--- src/rtl/ps2_piano_input_if.sv ---
// -----------------------------------------------------------------------------
// ps2_piano_input_if
//
// Purpose: bundles the PS/2 line inputs and the decoded key outputs of
//          ps2_piano_input so the piano front end can be wired as one port.
//
// Signals:
//   ps2Clk    raw PS/2 clock (asynchronous to clk)
//   ps2Data   raw PS/2 data  (asynchronous to clk)
//   pressed   24-bit held-key bitmap, bit i = semitone i (Do of octave 0 = 0)
//   keyEvent  one-cycle pulse when a pressed bit changes
//   keyIndex  index of the changed key, valid with keyEvent
//   keyDown   1 = press, 0 = release, valid with keyEvent
//   frameErr  one-cycle pulse on parity/start/stop error or frame timeout
//
// Modports:
//   slave   the receiver/decoder (consumes the PS/2 lines, drives key outputs)
//   master  the keyboard side / consumer (drives PS/2 lines, reads outputs)
// -----------------------------------------------------------------------------
interface ps2_piano_input_if;
   logic        ps2Clk;
   logic        ps2Data;
   logic [23:0] pressed;
   logic        keyEvent;
   logic [4:0]  keyIndex;
   logic        keyDown;
   logic        frameErr;

   modport slave (
      input  ps2Clk,
      input  ps2Data,
      output pressed,
      output keyEvent,
      output keyIndex,
      output keyDown,
      output frameErr
   );

   modport master (
      output ps2Clk,
      output ps2Data,
      input  pressed,
      input  keyEvent,
      input  keyIndex,
      input  keyDown,
      input  frameErr
   );
endinterface

--- src/rtl/ps2_piano_input.sv ---
// -----------------------------------------------------------------------------
// ps2_piano_input
//
// Purpose: receives raw PS/2 keyboard traffic, deserialises 11-bit frames
//          (start, d0..d7, odd parity, stop) and turns make/break scan-code
//          sequences into a held-key bitmap covering two octaves.
//
// Parameters:
//   octaves        octave count; the key map covers exactly 2 (24 keys)
//   timeoutCycles  idle clk cycles tolerated between PS/2 falling edges
//                  inside a frame before the partial frame is abandoned
//
// Ports:
//   clk   system clock (single domain, >= 8x the PS/2 clock)
//   rst   synchronous active-high reset
//   bus   ps2_piano_input_if.slave: ps2Clk/ps2Data in; pressed, keyEvent,
//         keyIndex, keyDown, frameErr out
//
// Latency: falling edge detected 3 clk after the raw edge; codeValid the
//          cycle after the 11th edge; key outputs one cycle after codeValid.
//          frameErr lands in the cycle codeValid would have.
// -----------------------------------------------------------------------------
module ps2_piano_input #(
   parameter int octaves       = 2,
   parameter int timeoutCycles = 50000
) (
   input  logic                clk,
   input  logic                rst,
   ps2_piano_input_if.slave    bus
);

   localparam int NUM_KEYS = 12 * octaves;
   localparam int TO_W     = $clog2(timeoutCycles + 1);

   // Scan codes in semitone order: Z S X D C V G B H N J M, Q 2 W 3 E R 5 T 6 Y 7 U
   localparam logic [7:0] KEY_MAP [24] = '{
      8'h1A, 8'h1B, 8'h22, 8'h23, 8'h21, 8'h2A,
      8'h34, 8'h32, 8'h33, 8'h31, 8'h3B, 8'h3A,
      8'h15, 8'h1E, 8'h1D, 8'h26, 8'h24, 8'h2D,
      8'h2E, 8'h2C, 8'h36, 8'h35, 8'h3D, 8'h3C
   };

   localparam logic [7:0] CODE_EXT = 8'hE0;
   localparam logic [7:0] CODE_BRK = 8'hF0;

   typedef enum logic [1:0] {
      ST_IDLE   = 2'd0,
      ST_BRK    = 2'd1,
      ST_EXT    = 2'd2,
      ST_EXTBRK = 2'd3
   } dec_state_t;

   // ---------------------------------------------------------------------
   // Input synchronisers and falling-edge detect
   // ---------------------------------------------------------------------
   logic ps2_clk_s1_q,  ps2_clk_s2_q,  ps2_clk_prev_q;
   logic ps2_data_s1_q, ps2_data_s2_q;
   logic fall_q,        fall_d;
   logic data_samp_q;

   assign fall_d = ps2_clk_prev_q & ~ps2_clk_s2_q;

   // All line FFs reset to 1 so a reset never fakes a falling edge.
   always_ff @(posedge clk) begin
      if (rst) begin
         ps2_clk_s1_q   <= 1'b1;
         ps2_clk_s2_q   <= 1'b1;
         ps2_clk_prev_q <= 1'b1;
         ps2_data_s1_q  <= 1'b1;
         ps2_data_s2_q  <= 1'b1;
         fall_q         <= 1'b0;
         data_samp_q    <= 1'b1;
      end else begin
         ps2_clk_s1_q   <= bus.ps2Clk;
         ps2_clk_s2_q   <= ps2_clk_s1_q;
         ps2_clk_prev_q <= ps2_clk_s2_q;
         ps2_data_s1_q  <= bus.ps2Data;
         ps2_data_s2_q  <= ps2_data_s1_q;
         fall_q         <= fall_d;
         // Data captured alongside the edge flag so both stay aligned.
         data_samp_q    <= ps2_data_s2_q;
      end
   end

   // ---------------------------------------------------------------------
   // Frame receiver
   // ---------------------------------------------------------------------
   logic [3:0]      bit_cnt_q,    bit_cnt_d;
   logic [9:0]      shift_q,      shift_d;     // the 10 bits seen before the current one
   logic [TO_W-1:0] timeout_q,    timeout_d;
   logic            code_valid_q, code_valid_d;
   logic [7:0]      code_q,       code_d;
   logic            frame_err_q,  frame_err_d;
   logic [10:0]     frame;

   // Current bit appended at the MSB: after the 11th bit, frame[0] is start.
   assign frame = {data_samp_q, shift_q};

   always_comb begin
      bit_cnt_d    = bit_cnt_q;
      shift_d      = shift_q;
      timeout_d    = timeout_q;
      code_valid_d = 1'b0;
      code_d       = code_q;
      frame_err_d  = 1'b0;

      if (fall_q) begin
         timeout_d = '0;
         shift_d   = frame[10:1];
         if (bit_cnt_q == 4'd10) begin
            bit_cnt_d = 4'd0;
            if (!frame[0] && frame[10] && (^frame[9:1])) begin
               code_valid_d = 1'b1;
               code_d       = frame[8:1];
            end else begin
               frame_err_d = 1'b1;
            end
         end else begin
            bit_cnt_d = bit_cnt_q + 4'd1;
         end
      end else if (bit_cnt_q != 4'd0) begin
         // Only a partially received frame can time out.
         if (timeout_q == TO_W'(timeoutCycles)) begin
            bit_cnt_d   = 4'd0;
            timeout_d   = '0;
            frame_err_d = 1'b1;
         end else begin
            timeout_d = timeout_q + 1'b1;
         end
      end
   end

   always_ff @(posedge clk) begin
      if (rst) begin
         bit_cnt_q    <= 4'd0;
         shift_q      <= '0;
         timeout_q    <= '0;
         code_valid_q <= 1'b0;
         code_q       <= 8'd0;
         frame_err_q  <= 1'b0;
      end else begin
         bit_cnt_q    <= bit_cnt_d;
         shift_q      <= shift_d;
         timeout_q    <= timeout_d;
         code_valid_q <= code_valid_d;
         code_q       <= code_d;
         frame_err_q  <= frame_err_d;
      end
   end

   // ---------------------------------------------------------------------
   // Scan code to key index lookup
   // ---------------------------------------------------------------------
   logic [NUM_KEYS-1:0] key_hit;
   logic                key_found;
   logic [4:0]          key_idx;

   for (genvar gi = 0; gi < NUM_KEYS; gi++) begin : g_key_match
      assign key_hit[gi] = (code_q == KEY_MAP[gi]);
   end

   // Codes in the map are unique, so at most one hit bit is ever set.
   always_comb begin
      key_found = |key_hit;
      key_idx   = 5'd0;
      for (int i = 0; i < NUM_KEYS; i++) begin
         if (key_hit[i]) key_idx = 5'(i);
      end
   end

   // ---------------------------------------------------------------------
   // Make/break decoder
   // ---------------------------------------------------------------------
   dec_state_t          state_q,     state_d;
   logic [NUM_KEYS-1:0] pressed_q,   pressed_d;
   logic                key_event_q, key_event_d;
   logic [4:0]          key_index_q, key_index_d;
   logic                key_down_q,  key_down_d;

   always_comb begin
      state_d     = state_q;
      pressed_d   = pressed_q;
      key_event_d = 1'b0;
      key_index_d = key_index_q;
      key_down_d  = key_down_q;

      if (code_valid_q) begin
         case (state_q)
            ST_IDLE: begin
               if (code_q == CODE_EXT) begin
                  state_d = ST_EXT;
               end else if (code_q == CODE_BRK) begin
                  state_d = ST_BRK;
               end else if (key_found && !pressed_q[key_idx]) begin
                  // Typematic repeats of a held key fall through silently.
                  pressed_d[key_idx] = 1'b1;
                  key_event_d        = 1'b1;
                  key_index_d        = key_idx;
                  key_down_d         = 1'b1;
               end
            end
            ST_BRK: begin
               state_d = ST_IDLE;
               if (key_found && pressed_q[key_idx]) begin
                  pressed_d[key_idx] = 1'b0;
                  key_event_d        = 1'b1;
                  key_index_d        = key_idx;
                  key_down_d         = 1'b0;
               end
            end
            ST_EXT: begin
               // Extended keys are swallowed; only track the break prefix.
               state_d = (code_q == CODE_BRK) ? ST_EXTBRK : ST_IDLE;
            end
            ST_EXTBRK: begin
               state_d = ST_IDLE;
            end
            default: begin
               state_d = ST_IDLE;
            end
         endcase
      end
   end

   always_ff @(posedge clk) begin
      if (rst) begin
         state_q     <= ST_IDLE;
         pressed_q   <= '0;
         key_event_q <= 1'b0;
         key_index_q <= 5'd0;
         key_down_q  <= 1'b0;
      end else begin
         state_q     <= state_d;
         pressed_q   <= pressed_d;
         key_event_q <= key_event_d;
         key_index_q <= key_index_d;
         key_down_q  <= key_down_d;
      end
   end

   assign bus.pressed  = pressed_q;
   assign bus.keyEvent = key_event_q;
   assign bus.keyIndex = key_index_q;
   assign bus.keyDown  = key_down_q;
   assign bus.frameErr = frame_err_q;

endmodule

--- src/flat_wrapper.sv ---
// flat-port wrapper written by rule: the top's interface ports become plain ports
module ps2_piano_input_flat 
#(
   parameter int octaves       = 2,
   parameter int timeoutCycles = 50000
)
  (clk, rst, bus_ps2Clk, bus_ps2Data, bus_pressed, bus_keyEvent, bus_keyIndex, bus_keyDown, bus_frameErr);
  ps2_piano_input_if bus_i ();
  input  logic clk;
  input  logic rst;
  input wire logic [$bits(bus_i.ps2Clk)-1:0] bus_ps2Clk;
  input wire logic [$bits(bus_i.ps2Data)-1:0] bus_ps2Data;
  output wire logic [$bits(bus_i.pressed)-1:0] bus_pressed;
  output wire logic [$bits(bus_i.keyEvent)-1:0] bus_keyEvent;
  output wire logic [$bits(bus_i.keyIndex)-1:0] bus_keyIndex;
  output wire logic [$bits(bus_i.keyDown)-1:0] bus_keyDown;
  output wire logic [$bits(bus_i.frameErr)-1:0] bus_frameErr;
  assign bus_i.ps2Clk = bus_ps2Clk;
  assign bus_i.ps2Data = bus_ps2Data;
  assign bus_pressed = bus_i.pressed;
  assign bus_keyEvent = bus_i.keyEvent;
  assign bus_keyIndex = bus_i.keyIndex;
  assign bus_keyDown = bus_i.keyDown;
  assign bus_frameErr = bus_i.frameErr;
  ps2_piano_input #(.octaves(octaves), .timeoutCycles(timeoutCycles)) u_core (.clk(clk), .rst(rst), .bus(bus_i));
endmodule
--- config.mk ---
export PLATFORM = sky130hd
export DESIGN_NAME = ps2_piano_input_flat
export DESIGN_NICKNAME = d
export VERILOG_FILES = /design/src/rtl/ps2_piano_input_if.sv /design/src/rtl/ps2_piano_input.sv /design/src/flat_wrapper.sv
export SDC_FILE = /design/constraint.sdc
export NUM_CORES = 1
export LEC_CHECK = 0
export CORE_MARGIN = 4
export CORE_UTILIZATION = 58
export CTS_CLUSTER_DIAMETER = 50
export CTS_CLUSTER_SIZE = 16
export DETAILED_ROUTE_END_ITERATION = 8
export PLACE_DENSITY_LB_ADDON = 0.05
export SYNTH_ARGS = -nofsm -noshare
export SYNTH_HDL_FRONTEND = slang
export SYNTH_SLANG_ARGS = --single-unit
--- constraint.sdc ---
create_clock -name clk -period 3.3 [get_ports clk]
set_input_delay 0.33 -clock clk [delete_from_list [all_inputs] [get_ports clk]]
set_output_delay 0.33 -clock clk [all_outputs]
set_load 0.02 [all_outputs]
; ---- After elaboration in Yosys (flattened, before gate mapping)
; Index checks and enable logic that the tools add are counted.
[totals]
regBits = 80
inputBits = 4
output_inout_bits = 32
elab_cells = 150
[classes]
addsub = 2
n_lt_le_gt_ge = 2
n_eq_ne = 36
muxes = 62
bitwise_logic = 8
reduce_logical = 22
[ops]
columns = cell, count
row1 = "8-bit by 6-bit equality test with 1-bit output, second input constant", 19
row2 = 24-bit 2-to-1 mux, 4
row3 = 5-bit 2-to-1 mux, 12
row4 = 4-bit 2-to-1 mux, 12
row5 = 24-bit one-hot mux with 2 select lines, 1
row6 = "8-bit by 5-bit equality test with 1-bit output, second input constant", 5
row7 = 24-bit AND, 1
row8 = 24-bit inverter, 1
row9 = 24-bit OR, 1
row10 = 24-bit OR reduction, 1
row11 = 1-bit 2-to-1 mux, 17
row12 = "16-bit by 1-bit adder with 16-bit output, second input constant", 1
row13 = "16-bit equality test, second input constant", 1
row14 = "8-bit equality test, second input constant", 2
row15 = 16-bit 2-to-1 mux, 1
row16 = 3-bit 2-to-1 mux, 4
row17 = 2-bit 2-to-1 mux, 5
row18 = 5-bit one-hot mux with 2 select lines, 1
row19 = 9-bit parity, 1
row20 = "5-bit by 6-bit < comparator with 1-bit output, second input constant", 1
row21 = 2-bit one-hot mux with 3 select lines, 1
row22 = 6-bit AND reduction, 1
row23 = 2-bit nonzero test, 3
row24 = 2-bit OR reduction, 3
row25 = other kinds (20), 33

; ---- Depth between registers and ports, before layout
[logic_depth]
word_depth = 33
depth_mapped = 14
ltp_nobuf = 10

; ---- Worst setup path after synthesis
; No wires, ideal clock.
[synth_path]
kind = flip-flop to flip-flop
from = register u_core.code_q[4]
to = register (tool-made name)
setup_ns = 0.135
arrival_time_ns = 2.606
required_time_ns = 3.165
slack_ns = 0.558
stages_incl_launch_ff = 13
n_path_buf = 2
period_less_slack_ns = 2.742
cell_sequence = dfxtp_1 -> buf_4 -> and4bb_4 -> nor4b_4 -> a21oi_2 -> a31o_4 -> buf_6 -> mux2i_1 -> a22oi_2 -> a22o_1 -> nand2_2 -> nor3_2 -> a311oi_1
[synth_lines]
columns = item, line_no
row1 = start: declaration, ps2_piano_input.sv:92  ; logic [7:0] code_q, code_d;
row2 = start signal: assignment, ps2_piano_input.sv:146  ; code_q <= code_d;

; ---- Worst setup path after layout
[layout_path]
from = register u_core.code_q[7]
to = register u_core.key_index_q[3] (netlist: u_core.bus.keyIndex[3])
[layout_via]
elab_chain_len = 30
elab_cells_between_ends = 65
cone_classes = eq/ne: 30 / mux: 30 / reduce/logical: 5
[layout_lines]
columns = item, line_no
row1 = 8-bit by 5-bit equality test with 1-bit output, ps2_piano_input.sv:159  ; assign key_hit[gi] = (code_q == KEY_MAP[gi]);
row2 = 1-bit 2-to-1 mux, ps2_piano_input.sv:167  ; if (key_hit[i]) key_idx = 5'(i);
row3 = 2-bit 2-to-1 mux (2 in series), ps2_piano_input.sv:167
row4 = 3-bit 2-to-1 mux (4 in series), ps2_piano_input.sv:167
row5 = 4-bit 2-to-1 mux (8 in series), ps2_piano_input.sv:167
row6 = 5-bit 2-to-1 mux (8 in series), ps2_piano_input.sv:167
row7 = 1-bit binary-select mux with 5-bit select, "ps2_piano_input.sv:194, ps2_piano_input.sv:204"
row8 = 1-bit 2-to-1 mux (implied by the code), "ps2_piano_input.sv:194, ps2_piano_input.sv:204"
row9 = 1-bit logical NOT, ps2_piano_input.sv:194  ; end else if (key_found && !pressed_q[key_idx]) begin
row10 = 1-bit logical AND, ps2_piano_input.sv:194
row11 = 2-bit by 1-bit != test with 1-bit output (no line), n/a
row12 = 6-bit AND reduction (no line), n/a
row13 = end signal: assignment, ps2_piano_input.sv:236  ; key_index_q <= key_index_d;
row14 = end: declaration, ps2_piano_input.sv:177  ; logic [4:0] key_index_q, key_index_d;
; Several ways; a longest one is shown, not always the timed one. The select of a mux whose other input is x is not followed.
; A chain may end at the register's enable or synchronous reset.

==> impl_metrics.csv <==
group,metric,value,unit
placement,port_buffers,35,
finish,multi_input_area,2600,sq um
logic_synthesis,yosys.area_share.xor_xnor,4.79,%
detailed_routing,wl_met3,524,microns
sta,drv_slew,0,
cts,cts.sinks,80,
global_route,overflow,0,
finish,antenna-diode-count,0,
floorplanning,io-pin-count,36,
detailed_routing,drt-pass1-iter-count,5,
floorplanning,die_x,95.0,microns
logic_synthesis,synth_mux_area_share,5.25,%
setup_path,crit_path_cell_trace,"or3b_4, nor2_1, a31o_1, or4_4, a311oi_2, a22oi_2, and4bb_4, a21oi_2, nor3_2, a311oi_1",
global_route,grt_usage,26.1,%
logic_synthesis,synth_most_common_cell,"dfxtp_1",
logic_synthesis,synth_top_area_cell,"dfxtp_1",
flow_run,cap_violations,0,
cts,clock_path_buffers,2,
setup_path,r2r_start,"u_core.code_q[7]$_SDFFE_PP0P_",
detailed_routing,top_layer,"met4",
setup_path,r2r-end,"u_core.bus.keyIndex[3]$_SDFFE_PP0P_",
logic_synthesis,syn_area_per_cell,8.84,sq um
sta,worst_slack,0.175,ns
sta,tightest_slew,0.697,ns
cts,numCtsBuffers,9,
finish,ff_latch_area,1610,sq um
cts,clk_latency,0.36,ns
outcome,status,"finished, final reports clean",
logic_synthesis,synth.cell_area,4390,sq um
logic_synthesis,synthAdderAreaFrac,1.68,%
global_route,grt_pass1_vias,3762,
setup_path,crit_required,3.55,ns
setup_path,reg2reg_depth,10,
detailed_routing,drc_errors,0,
logic_synthesis,synthSimpleGateAreaFrac,23.1,%
logic_synthesis,async_reset_ff_share,0,%
logic_synthesis,ys_seq_elements,80,
setup_path,cp_num_buf_inv,0,
logic_synthesis,synth_top_family_by_area,"compound AO/OA/AOI/OAI gates",
worst_hold_path,hold_class,"primary input to register",
logic_synthesis,yosysSeqAreaShare,36.5,%
detailed_routing,drt-met1-wl,4.80,mm
placement,dp_hpwl,8.12,mm
cts,cts_tree,"built",
setup_path,critPathKind,"register to register",
floorplanning,die_area,9020,sq um
finish,nets,541,
global_route,grt_max_degree,62,
setup_path,cp_top_family,"simple AND/OR/NAND/NOR gates",
detailed_routing,vias_per_cell,6.18,
placement,post-place-ws,0.00602,ns
sta,hold_viol,0,
logic_synthesis,synth.top_cell.area_share,36.5,%
worst_hold_path,min_to,"u_core.bus.frameErr$_SDFF_PP0_",
sta,rsz0062_at_grt,"no",
worst_hold_path,hp-start,"rst",
finish,fill_cells,599,
finish,finish.utilization,69.8,%
detailed_routing,drt_iter0_drc,232,
pwr,ir_drop,0.317,mV
logic_synthesis,yosys_warnings,0,
setup_path,slowest_stage,"or4_4",
setup_path,crit_fanout,7,
setup_path,startpoint_type,"register",
floorplanning,core_area,7290,sq um
cts,cts_htree_levels,3,
logic_synthesis,ys.flop_type,"dfxtp_1",
setup_path,cp.arrival,3.37,ns
logic_synthesis,ys_top_cells_by_area,"dfxtp_1, mux2i_1, nor2_1, a211oi_1, a21oi_1",
worst_hold_path,hold_path_depth,2,
placement,gp_congestion,0.959,
cts,post_cts_buffers,0,
sta,relSlewSlack,53.6,%
setup_path,end_kind,"register",
logic_synthesis,synth.net_count,505,
floorplanning,rows,31,
detailed_routing,ant_nets,0,
finish,drive_gt1_share,15.9,%
global_route,antenna_found_initial,0,
logic_synthesis,synth_edf_count,0,
pwr,pwr_density_cell,347,nW/um^2
detailed_routing,wl_met2,5.56,mm
setup_path,reg2reg_slack,0.17,ns
sta,setup_viol,0,
setup_path,slowest_delay,0.61,ns
floorplanning,initial_utilization,60.1,%
sta,finalClockSkew,0.0102,ns
pwr,leakage,1.57,nW
sta,fin_crit,3.13,ns
logic_synthesis,ys_types,78,
logic_synthesis,ys_top_cells_by_count,"dfxtp_1, nor2_1, nand2_1, a21oi_1, mux2i_1",
sta,fmax,0.320,GHz
finish,area_growth,16.1,%
floorplanning,die_h,95.0,microns
logic_synthesis,synthCells,496,
sta,tns,0,ns
sta,finalCritPeriodShare,94.7,%
cts,hold_buffers,0,
logic_synthesis,synth_compound_gate_area_share,23.4,%
detailed_routing,wl,11.3,mm
cts,clkTransAtPathRegs,0.08,ns
global_route,grt_pass1_wl,18.5,mm
cts,cts-root-buf,"clkbuf_8",
detailed_routing,dr_total_vias,3927,
detailed_routing,wl_per_cell,17.7,microns
-- through the flow --
| step | cell area (sq um) | hold slack, ns | instances | total power, mW |
|---|---|---|---|---|
| after floorplan | 4390 | 0.389 | 496 | 1.05 |
| after detailed placement | 4840 | 0.397 | 620 | 1.07 |
| final | 5090 | 0.230 | 635 | 1.77 |
| after global placement | 4840 | 0.391 | 620 | 1.07 |
| after global routing | 5090 | 0.212 | 635 | 1.83 |
| after CTS | 5040 | 0.231 | 635 | 1.77 |
-- final cells by class --
class	instances	area share [%]
Clock buffer	9	2.43
Clock inverter	6	1.38
Inverter	13	0.958
Multi-Input combinational cell	372	51.1
Sequential cell	80	31.6
Tap cell	99	2.43
Timing Repair Buffer	56	10.1
-- per-layer routing --
metal,vias to the layer above,GRT usage (%)
li1,1912,-
met1,1865,31.7
met2,114,44.3
met3,36,6.22
met4,0,10.7
met5,-,0
-- worst max-delay path by stage --
| stage | depth (start not counted) | endpoint | startpoint |
|---|---|---|---|
| 5_1_grt | 11 | register | u_core.code_q[7]$_SDFFE_PP0P_ |
| 2_1_floorplan | 12 | register | u_core.code_q[4]$_SDFFE_PP0P_ |
| 6_report | 10 | u_core.bus.keyIndex[3]$_SDFFE_PP0P_ | u_core.code_q[7]$_SDFFE_PP0P_ |
| 3_3_place_gp | 11 | register | u_core.code_q[3]$_SDFFE_PP0P_ |
| 4_1_cts | 11 | register | u_core.code_q[3]$_SDFFE_PP0P_ |
| 3_5_place_dp | 10 | register | u_core.code_q[4]$_SDFFE_PP0P_ |
-- logic make-up (layout without fill, tap and decap cells) --
group / after synthesis / after routing
AND/OR/NAND/NOR: 181 / 181
AO/OA/AOI/OAI: 138 / 138
flip-flops: 80 / 80
buffers and inverters: 44 / 84
XOR/XNOR: 24 / 24
multiplexers: 23 / 23
adder cells (fa/ha/maj): 6 / 6
-- power by group --
part | internal (mW) | leakage [nW] | switching [mW]
clock | 0.349 | 0.0879 | 0.367
sequential | 0.975 | 0.649 | 0.0114
combinational | 0.0268 | 0.835 | 0.0390
-- cell usage in the layout (no fill, tap or decap), drive strengths merged, types with 3 or more instances in the layout --
master	Yosys	layout
dfxtp	80	80
nor2	55	55
clkdlybuf4s50	0	34
nand2	31	31
a21oi	27	27
o21ai	24	24
mux2i	23	23
buf	20	22
a211oi	18	18
nand3	18	18
a31oi	15	15
xnor2	13	13
a41oi	13	13
inv	12	13
nor3	13	13
xor2	11	11
or2	10	10
nand4	9	9
clkbuf	11	9
nand2b	7	7
o31ai	6	6
o22ai	6	6
a311oi	6	6
a22oi	6	6
nor3b	5	5
or3	5	5
ha	5	5
nor4b	5	5
nor4	4	4
and3	4	4
clkinvlp	0	3
nor2b	3	3
-- repair_timing --
| item | 4_1_cts | 5_1_grt |
|---|---|---|
| gates resized for setup | 2 | 13 |
| pin swaps | 0 | 2 |
| endpoints found under the hold margin | 0 | 0 |
| endpoints found under the setup margin | 3 | 29 |
(Power assumes the default switching activity.)
